==> config.mk <==
export PLATFORM = sky130hd
export DESIGN_NAME = store_merge_unit_flat
export DESIGN_NICKNAME = d
export VERILOG_FILES = /design/src/rtl/store_merge_if.sv /design/src/rtl/store_merge_unit.sv /design/src/flat_wrapper.sv
export SDC_FILE = /design/constraint.sdc
export NUM_CORES = 1
export LEC_CHECK = 0
export BUFFER_PORTS_ARGS = -buffer_cell sky130_fd_sc_hd__buf_2
export CORE_MARGIN = 2
export CORE_UTILIZATION = 40
export CTS_BUF_LIST = sky130_fd_sc_hd__clkbuf_8
export DETAILED_ROUTE_END_ITERATION = 6
export PLACE_DENSITY = 0.65
export RECOVER_POWER = 25
export SYNTH_ARGS = -nofsm -noshare
export SYNTH_HDL_FRONTEND = slang
export SYNTH_SLANG_ARGS = --single-unit
==> constraint.sdc <==
create_clock -name clk -period 4.51 [get_ports clk]
set_input_delay 0.451 -clock clk [delete_from_list [all_inputs] [get_ports clk]]
set_output_delay 0.451 -clock clk [all_outputs]
set_load 0.02 [all_outputs]
==> src/rtl/store_merge_if.sv <==
// Store request / data RAM bundle for store_merge_unit.
// The master side is the requester plus RAM; the slave side is the unit.
interface store_merge_if #(
    parameter int ADDR_W = 10
);
    logic              req_valid;
    logic              req_ready;
    logic [31:0]       req_addr;
    logic [31:0]       req_data;
    logic [1:0]        req_size;
    logic              done;
    logic              err;
    logic [ADDR_W-1:0] mem_addr;
    logic              mem_rd_en;
    logic [31:0]       mem_rdata;
    logic              mem_wr_en;
    logic [31:0]       mem_wdata;
    logic [3:0]        mem_be;

    modport master (
        output req_valid, req_addr, req_data, req_size, mem_rdata,
        input  req_ready, done, err, mem_addr, mem_rd_en, mem_wr_en, mem_wdata, mem_be
    );

    modport slave (
        input  req_valid, req_addr, req_data, req_size, mem_rdata,
        output req_ready, done, err, mem_addr, mem_rd_en, mem_wr_en, mem_wdata, mem_be
    );
endinterface

==> src/rtl/store_merge_unit.sv <==
// SB/SH/SW store unit: sub-word stores do read-modify-write on a word RAM,
// aligned full-word stores skip the read, misaligned SH/SW report err.
module store_merge_unit #(
    parameter logic [31:0] BASE       = 32'h1001_0000,
    parameter int          ADDR_W     = 10,
    parameter int          RD_LATENCY = 1
) (
    input  logic         clk,
    input  logic         rst_n,
    store_merge_if.slave bus
);
    typedef enum logic [2:0] {IDLE, RD, WAIT, WR, ERR} state_t;

    localparam logic [2:0] CNT_INIT = 3'(RD_LATENCY - 1);

    state_t            state_q, state_d;
    logic [2:0]        cnt_q, cnt_d;
    logic [1:0]        off_q, off_d;
    logic [1:0]        size_q, size_d;
    logic [31:0]       data_q, data_d;
    logic [ADDR_W-1:0] addr_q, addr_d;
    logic [31:0]       wdata_q, wdata_d;
    logic [3:0]        be_q, be_d;
    logic              done_q, done_d;
    logic              err_q, err_d;

    logic [31:0] diff;
    logic [1:0]  req_off;
    logic        accept;
    logic [31:0] merged;

    // Wrapping subtraction: addresses below BASE simply alias into the RAM.
    assign diff    = bus.req_addr - BASE;
    assign req_off = diff[1:0];
    assign accept  = bus.req_valid && (state_q == IDLE);

    always_ff @(posedge clk or negedge rst_n) begin
        if (!rst_n) begin
            state_q <= IDLE;
            cnt_q   <= '0;
            off_q   <= '0;
            size_q  <= '0;
            data_q  <= '0;
            addr_q  <= '0;
            wdata_q <= '0;
            be_q    <= '0;
            done_q  <= 1'b0;
            err_q   <= 1'b0;
        end else begin
            state_q <= state_d;
            cnt_q   <= cnt_d;
            off_q   <= off_d;
            size_q  <= size_d;
            data_q  <= data_d;
            addr_q  <= addr_d;
            wdata_q <= wdata_d;
            be_q    <= be_d;
            done_q  <= done_d;
            err_q   <= err_d;
        end
    end

    always_comb begin
        state_d = state_q;
        case (state_q)
            IDLE: begin
                if (accept) begin
                    if (bus.req_size[1])
                        state_d = (req_off == 2'd0) ? WR : ERR;
                    else if (bus.req_size[0] && req_off[0])
                        state_d = ERR;
                    else
                        state_d = RD;
                end
            end
            RD:      state_d = WAIT;
            WAIT:    if (cnt_q == 3'd0) state_d = WR;
            WR:      state_d = IDLE;
            ERR:     state_d = IDLE;
            default: state_d = IDLE;
        endcase
    end

    // Read word with the latched byte/half dropped into its lanes.
    always_comb begin
        merged = bus.mem_rdata;
        if (size_q == 2'b00) begin
            case (off_q)
                2'd0:    merged[7:0]   = data_q[7:0];
                2'd1:    merged[15:8]  = data_q[7:0];
                2'd2:    merged[23:16] = data_q[7:0];
                default: merged[31:24] = data_q[7:0];
            endcase
        end else if (off_q[1]) begin
            merged[31:16] = data_q[15:0];
        end else begin
            merged[15:0] = data_q[15:0];
        end
    end

    always_comb begin
        cnt_d   = cnt_q;
        off_d   = off_q;
        size_d  = size_q;
        data_d  = data_q;
        addr_d  = addr_q;
        wdata_d = wdata_q;
        be_d    = be_q;
        done_d  = (state_q == WR) || (state_q == ERR);
        err_d   = (state_q == ERR);
        if (accept) begin
            off_d  = req_off;
            size_d = bus.req_size;
            data_d = bus.req_data;
            addr_d = diff[ADDR_W+1:2];
            case (bus.req_size)
                2'b00:   be_d = 4'b0001 << req_off;
                2'b01:   be_d = req_off[1] ? 4'b1100 : 4'b0011;
                default: be_d = 4'b1111;
            endcase
            if (bus.req_size[1]) wdata_d = bus.req_data;
        end
        if (state_q == RD) cnt_d = CNT_INIT;
        if (state_q == WAIT) begin
            if (cnt_q != 3'd0) cnt_d = cnt_q - 3'd1;
            else               wdata_d = merged;
        end
    end

    always_comb begin
        bus.req_ready = (state_q == IDLE);
        bus.mem_rd_en = (state_q == RD);
        bus.mem_wr_en = (state_q == WR);
        bus.mem_addr  = addr_q;
        bus.mem_wdata = wdata_q;
        bus.mem_be    = be_q;
        bus.done      = done_q;
        bus.err       = err_q;
    end
endmodule

==> src/flat_wrapper.sv <==
// flat-port wrapper written by rule: the top's interface ports become plain ports
module store_merge_unit_flat 
#(
    parameter logic [31:0] BASE       = 32'h1001_0000,
    parameter int          ADDR_W     = 10,
    parameter int          RD_LATENCY = 1
)
  (clk, rst_n, bus_req_valid, bus_req_addr, bus_req_data, bus_req_size, bus_mem_rdata, bus_req_ready, bus_done, bus_err, bus_mem_addr, bus_mem_rd_en, bus_mem_wr_en, bus_mem_wdata, bus_mem_be);
  store_merge_if #(.ADDR_W(ADDR_W)) bus_i ();
  input  logic clk;
  input  logic rst_n;
  input wire logic [$bits(bus_i.req_valid)-1:0] bus_req_valid;
  input wire logic [$bits(bus_i.req_addr)-1:0] bus_req_addr;
  input wire logic [$bits(bus_i.req_data)-1:0] bus_req_data;
  input wire logic [$bits(bus_i.req_size)-1:0] bus_req_size;
  input wire logic [$bits(bus_i.mem_rdata)-1:0] bus_mem_rdata;
  output wire logic [$bits(bus_i.req_ready)-1:0] bus_req_ready;
  output wire logic [$bits(bus_i.done)-1:0] bus_done;
  output wire logic [$bits(bus_i.err)-1:0] bus_err;
  output wire logic [$bits(bus_i.mem_addr)-1:0] bus_mem_addr;
  output wire logic [$bits(bus_i.mem_rd_en)-1:0] bus_mem_rd_en;
  output wire logic [$bits(bus_i.mem_wr_en)-1:0] bus_mem_wr_en;
  output wire logic [$bits(bus_i.mem_wdata)-1:0] bus_mem_wdata;
  output wire logic [$bits(bus_i.mem_be)-1:0] bus_mem_be;
  assign bus_i.req_valid = bus_req_valid;
  assign bus_i.req_addr = bus_req_addr;
  assign bus_i.req_data = bus_req_data;
  assign bus_i.req_size = bus_req_size;
  assign bus_i.mem_rdata = bus_mem_rdata;
  assign bus_req_ready = bus_i.req_ready;
  assign bus_done = bus_i.done;
  assign bus_err = bus_i.err;
  assign bus_mem_addr = bus_i.mem_addr;
  assign bus_mem_rd_en = bus_i.mem_rd_en;
  assign bus_mem_wr_en = bus_i.mem_wr_en;
  assign bus_mem_wdata = bus_i.mem_wdata;
  assign bus_mem_be = bus_i.mem_be;
  store_merge_unit #(.BASE(BASE), .ADDR_W(ADDR_W), .RD_LATENCY(RD_LATENCY)) u_core (.clk(clk), .rst_n(rst_n), .bus(bus_i));
endmodule
==> results of run 1 <==
-- path summary, 6_finish.rpt --
path | startpoint | end | slack, ns
setup / recovery | u_core.cnt_q[0] | u_core.bus.mem_wdata[30] | 2.26
max in group asynchronous | rst_n | u_core.data_q[0] | 2.82
min in group asynchronous | rst_n | u_core.bus.mem_addr[4] | 0.59
setup reg to reg | u_core.cnt_q[0] | u_core.bus.mem_wdata[30] | 2.26
hold / removal | bus_req_addr[3] | u_core.bus.mem_addr[1] | 0.28
hold reg to reg | u_core.bus.mem_addr[2] | u_core.bus.mem_addr[2] | 0.48
-- area by class of cell --
class / instances / share of cell area
well taps: 111 / 0.0305
repair buffers: 135 / 0.151
multi-input cells: 257 / 0.367
flip-flops and latches: 74 / 0.407
inverters: 6 / 0.00495
clock inverters: 7 / 0.0129
clock buffers: 9 / 0.0272
-- placed cells by master (no fill, tap or decap), drive strengths merged, types with 3 or more instances in the layout --
cell type / instances
buf: 134
nand2: 89
dfrtp: 74
mux2i: 64
o21ai: 41
o221ai: 16
clkbuf: 10
inv: 10
nor2b: 9
nor2: 6
a22o: 3
o21a: 3
-- critical path, stage by stage, from the launching register on --
cell and delay, ns:
dfrtp_1 0.41, inv_1 0.07, ha_1 0.15, ha_1 0.20, and3_1 0.87, o221ai_1 0.30
o21ai_1 0.16
-- cell families (layout without fill, tap and decap cells) --
kind of cell               after synthesis  count (layout)
adders and majority gates                2               2
and+or+nand+nor                        118             118
buffers and inverters                   33             157
DFF                                     74              74
muxes                                   64              64
AOI/OAI and AO/OA                       73              73
-- sequential cells by signal (all words and copies together), names as in the netlist --
register,count
u_core.bus.done,1
u_core.bus.err,1
u_core.bus.mem_addr,10
u_core.bus.mem_be,4
u_core.bus.mem_wdata,32
u_core.cnt_q,3
u_core.data_q,16
u_core.off_q,2
u_core.size_q,2
u_core.state_q,3
-- routing by layer --
layer / global-route usage / vias up / share of wire
li1: - / 1507 / -
met1: 0.256 / 1470 / 0.45
met2: 0.314 / 96 / 0.47
met3: 0.0555 / 8 / 0.072
met4: 0.0506 / 0 / 0.0097
met5: 0 / - / 0
-- stage by stage --
step / setup WS (ns) / power [mW] / instance area (µm²)
floorplan: 2.93 / 2.40 / 3730
CTS: 2.24 / 3.37 / 4550
finish: 2.26 / 3.33 / 4550
global route: 2.02 / 3.59 / 4550
global placement: 2.28 / 2.83 / 4370
detailed placement: 2.26 / 2.87 / 4370
-- power by group through the flow --
stage          clock, mW  sequential [mW]  combinational, mW
2_1_floorplan          0             1.39               1.00
3_3_place_gp           0             1.23               1.60
3_5_place_dp           0             1.24               1.63
4_1_cts            0.500             1.23               1.63
5_1_grt            0.525             1.28               1.78
6_report           0.485             1.23               1.61
==> metrics.md, run 1 <==
| Metric | Value |
|---|---|
| Final Hold Fails | 0 |
| Fmax achieved | between 400 and 500 MHz |
| Hold slack | 0.278 ns |
| Post-cts resize count | 0 |
| Clock power share | 0.146 |
| Crit path time final | about 2.3 ns |
| Die Y | about 100 µm |
| Syn Inst Count | approximately 360 |
| Class of the worst hold path | input port to flip-flop |
| Power Internal | approximately 1.8 mW |
| Vias/cell | between 5 and 6 |
| Max Cap Violations | 1 |
| Slew Viols, Final | 75 |
| Post-Synth Simple-Gate Area | 0.140 |
| EDFF count, synth | 0 |
| Register area | roughly 0.0019 mm² |
| CP arrival | approximately 2.5 ns |
| Synth cell count leaders | nand2_1 (89), dfrtp_1 (74), mux2i_1 (64) |
| Overflow after GRT | 0 |
| Placed insts | roughly 580 |
| Distinct cells, synth | 38 |
| Ys flop type | dfrtp_1 |
| Reg clk slew, reported paths | 0.09 ns |
| Cell Count, Final, Fillers Out | 599 |
| Setup TNS | 0 ns |
| CP startpoint kind | flip-flop |
| Initial drt markers | 111 |
| I/O pin total | between 150 and 200 |
| Cells on worst reg2reg path | 6 |
| YS warnings | 0 |
| Post-Route Skew | around 0.014 ns |
| Post-CTS setup buffers | 0 |
| Largest net degree at the start of global routing | 75 |
| Post-Synth Adder-Cell Area | 0.00670 |
| VDD IR-drop max | 0.321 mV |
| Top cells by area, synth | dfrtp_1 (50%), mux2i_1 (17%), nand2_1 (8.9%), o221ai_1 (3.8%), o21ai_1 (2.9%) |
| Buffers on Ports | approximately 130 |
| Initial antenna violation count | 0 |
| Dpl hpwl | about 6.7 mm |
| GPL Wtd Cong | 0.793 |
| CTS tree | done |
| Vias in the first global route | around 3k |
| Drc violations | 0 |
| Worst Setup Path Type | flip-flop to flip-flop |
| TritonRoute pass-1 iters | 4 |
| All-Layer GR Usage | 0.194 |
| Most common cell in the netlist | nand2_1 |
| Status | finished with violations |
| Post-Syn Nets | ~470 |
| LEAKAGE | approximately 2.3 nW |
| H-tree levels | 3 |
| PD cells | 731 mW/mm² |
| Layout fillers | about 900 |
| Failing checks | max-capacitance violations, max-slew violations |
| Mux contribution to synthesized area | 0.172 |
| Unrepaired setup endpoints after global routing | false |
| CTS root buffer | clkbuf_8 |
| Relative slew slack | -0.228 |
| CTS Hold Bufs | 0 |
| Sequential power share | 0.370 |
| Routed WL | 9.43 mm |
| Layout Utilization | 0.497 |
| Vias | 3081 |
| Comb power frac | 0.484 |
| Synth Area in XOR/XNOR | 0 |
| Register area share after synthesis | 0.496 |
| Async set-reset flop share out of synthesis | 1.00 |
| Area leader, netlist | dfrtp_1 |
| Drt wl/cell | 15.7 µm |
| Die extent in x | about 100 µm |
| Clock buffer depth | 2 |
| Initial Util | 0.408 |
| Die area | approximately 0.01 mm² |
| Share of the synthesized area in the top cell type | 0.496 |
| Clk sinks | between 70 and 80 |
| DRT antenna net count | 0 |
| CP Capture Type | flip-flop |
| Core Box Area | between 0.009 and 0.01 mm² |
| Largest family of logic cells by synthesized area | multiplexers |
| Actual slew at the worst max-slew pin | 1.84 ns |
| Crit Path Max Fanout | 32 |
| # setup viols final | 0 |
| Worst-Skew Late Latency | about 0.36 ns |
| Period utilization | 0.499 |
| Synth Area per Inst | just over 10 µm² |
| Synth Area in Compound Gates | 0.128 |
| FF+latch count, synth | 74 |
| Final nets | 586 |
| Switch share | 0.455 |
| Ant diodes | 0 |
| Rows | 35 |
| Layout cells sized above 1 | 0.322 |
| Multi-input gate area | roughly 0.0017 mm² |
| Mapped Area | around 0.0037 mm² |
| Cts bufs inserted | 9 |
| Hold Path Depth | 3 |
| WP data required | 4.78 ns |
| Area grow syn2layout | 21.8% |
| First-pass GRT wire length | about 15 mm |
| Sw power | 1.52 mW |
No activity file was read; power rests on OpenSTA's default activity.
==> run 2: changes to the inputs <==
--- a/config.mk
+++ b/config.mk
@@ -5,12 +5,13 @@
 export SDC_FILE = /design/constraint.sdc
 export NUM_CORES = 1
 export LEC_CHECK = 0
+export ABC_AREA = 1
 export BUFFER_PORTS_ARGS = -buffer_cell sky130_fd_sc_hd__buf_2
 export CORE_MARGIN = 2
 export CORE_UTILIZATION = 40
 export CTS_BUF_LIST = sky130_fd_sc_hd__clkbuf_8
 export DETAILED_ROUTE_END_ITERATION = 6
-export PLACE_DENSITY = 0.65
+export PLACE_DENSITY = 0.62
 export RECOVER_POWER = 25
 export SYNTH_ARGS = -nofsm -noshare
 export SYNTH_HDL_FRONTEND = slang
==> constraint.sdc (replaced) <==
create_clock -name clk -period 2.13 [get_ports clk]
set_input_delay 0.213 -clock clk [delete_from_list [all_inputs] [get_ports clk]]
set_output_delay 0.213 -clock clk [all_outputs]
set_load 0.02 [all_outputs]
==> metrics.md, run 2 <==
| Metric | Value |
|---|---|
| Status | finished clean |
| Vias in the first global route | around 4.8k |
| Final Cell Area | about 0.006 mm² |
| Routed WL | between 10 and 15 mm |
| Dpl hpwl | about 11 mm |
| Clk sinks | 74 |
| I/O pin total | ~150 |
| Layout cells sized above 1 | 0.213 |
| WP data required | around 1.9 ns |
| Area grow syn2layout | 19.9% |
| Synth cell count leaders | nand2_1 (261), nor2_1 (146), inv_1 (99) |
| Final nets | between 1k and 1.5k |
| Crit path time final | a little under 2 ns |
| Post-Synth Adder-Cell Area | 0.00507 |
| Slew Viols, Final | 0 |
| Class of the worst hold path | input port to flip-flop |
| Ant diodes | 0 |
| CP arrival | 1.73 ns |
| EDFF count, synth | 0 |
| Async set-reset flop share out of synthesis | 1.00 |
| Largest family of logic cells by synthesized area | simple AND/OR/NAND/NOR gates |
| Period utilization | 0.912 |
| Crit Path Max Fanout | 25 |
| Max reg flops | 32 |
| Drt wl/cell | between 10 and 15 µm |
| Relative slew slack | 0.419 |
| Initial drt markers | roughly 350 |
| Vias | slightly above 5k |
| Actual slew at the worst max-slew pin | between 0.8 and 0.9 ns |
| Max Cap Violations | 0 |
| R2R Path Start | u_core.off_q[0] |
| Register area share after synthesis | 0.375 |
| Syn Inst Count | between 700 and 800 |
| Clock buffer depth | 2 |
| Drc violations | 0 |
| Area leader, netlist | dfrtp_1 |
| CP Capture Type | output port |
| H-tree levels | 3 |
| YS warnings | 0 |
| Critical hold path startpoint | bus_req_addr[7] |
| Layout Utilization | 0.492 |
| Core Box Area | approximately 0.012 mm² |
| Crit. Startpoint | u_core.state_q[0] |
| Fmax achieved | 515 MHz |
| Overflow after GRT | 0 |
| CP startpoint kind | flip-flop |
| Largest net degree at the start of global routing | 44 |
| Unrepaired setup endpoints after global routing | false |
| Die Y | 115 µm |
| Setup TNS | 0 ns |
| TritonRoute pass-1 iters | 5 |
| LEAKAGE | ~3.5 nW |
| Mapped Area | just under 0.005 mm² |
| DRT antenna net count | 0 |
| Worst Setup Slack, final | around 0.19 ns |
| CTS root buffer | clkbuf_8 |
| Post-Route Skew | approximately 0.016 ns |
| Die extent in x | 115 µm |
| Most common cell in the netlist | nand2_1 |
| Buffers on Ports | about 130 |
| Reg clk slew, reported paths | 0.08 ns |
| Cts bufs inserted | 9 |
| Initial antenna violation count | 0 |
| Worst Setup Path Type | flip-flop to output port |
| Vias/cell | slightly below 5 |
| Hold slack | around 0.025 ns |
| Pre-CTS setup slack | 0.444 ns |
| All-Layer GR Usage | 0.232 |
| GPL Wtd Cong | 0.842 |
| Rows | 40 |
| Commonest non-fill, non-tap cell in the layout | nand2_1 |
| Final Total Pwr | 8.98 mW |
| CTS tree | done |
| Placed Area | around 0.0057 mm² |
| Top cells by area, synth | dfrtp_1 (38%), nand2_1 (20%), nor2_1 (11%), inv_1 (7.5%), nand3_1 (4.3%) |
| Synth Area in Compound Gates | 0.0768 |
| Initial Util | 0.411 |
| Cell Count, Final, Fillers Out | 1059 |
| VDD IR-drop max | about 0.65 mV |
| FF+latch count, synth | 74 |
| Most frequent cells in the layout | nand2_1 (261), nor2_1 (146), buf_2 (130) |
| Ys flop type | dfrtp_1 |
| Layout fillers | about 1.3k |
| Share of the synthesized area in the top cell type | 0.375 |
| # setup viols final | 0 |
| Distinct cells, synth | 28 |
| Synth Area per Inst | just over 6 µm² |
| Post-Synth Simple-Gate Area | 0.408 |
| Synth Area in XOR/XNOR | 0 |
| First-pass GRT wire length | around 24 mm |
| PD cells | between 1500 and 2000 mW/mm² |
| Mux contribution to synthesized area | 0 |
| Worst-Skew Late Latency | roughly 0.38 ns |
| Post-Syn Nets | a little under 900 |
| Die area | ~0.013 mm² |
| Placed insts | around 1.0k |
| Final Hold Fails | 0 |
==> run 2: cell type report <==
class	count	area, µm²	share of cell area
multi-input cells	558	2420	0.409
inverters	115	432	0.0730
clock inverters	4	51.3	0.00868
well taps	147	184	0.0311
clock buffers	11	151	0.0256
flip-flops and latches	74	1850	0.313
repair buffers	150	826	0.140
==> run 2: what timing repair did <==
item	in CTS	in global routing
endpoints found under the hold margin	33	0
setup endpoints to repair	0	0
buffers inserted	0	0
hold buffers	1	0
gates resized for setup	0	0
==> run 2: logic make-up (layout without fill, tap and decap cells) <==
logic type,count (synthesis),after routing
flip-flops,74,74
buffers and inverters,159,280
adder cells (fa/ha/maj),2,2
AND/OR/NAND/NOR,488,488
AO/OA/AOI/OAI,68,68
==> run 2: critical path: stages, from the launching register on <==
cell and delay, ns:
dfrtp_1 0.47, nor2_8 0.16, buf_4 0.34, nand2_1 0.11, inv_1 0.10, buf_2 0.17
==> run 2: worst paths after layout <==
check                                           end  slack [ns]  depth (start not counted)
hold / removal               u_core.bus.mem_addr[5]        0.03                          3
min in group asynchronous         u_core.data_q[10]        0.48                          2
setup reg to reg           u_core.bus.mem_wdata[30]        0.39                          6
max in group asynchronous   u_core.bus.mem_wdata[3]        0.48                          3
setup / recovery                      bus_req_ready        0.19                          5
hold reg to reg              u_core.bus.mem_addr[0]        0.48                          2
==> run 2: routing by layer <==
layer / track usage / vias up / routed length [µm]
met5: 0 / - / 0
met4: 0.0771 / 0 / 294
met3: 0.0490 / 23 / 989
met2: 0.367 / 141 / 6720
met1: 0.317 / 2339 / 6870
li1: - / 2645 / -
==> run 2: where the power goes <==
| group | switching [mW] | internal [mW] |
|---|---|---|
| logic | 3.50 | 1.73 |
| registers | 0.497 | 2.08 |
| clock network | 0.567 | 0.599 |
| total | 4.57 | 4.41 |
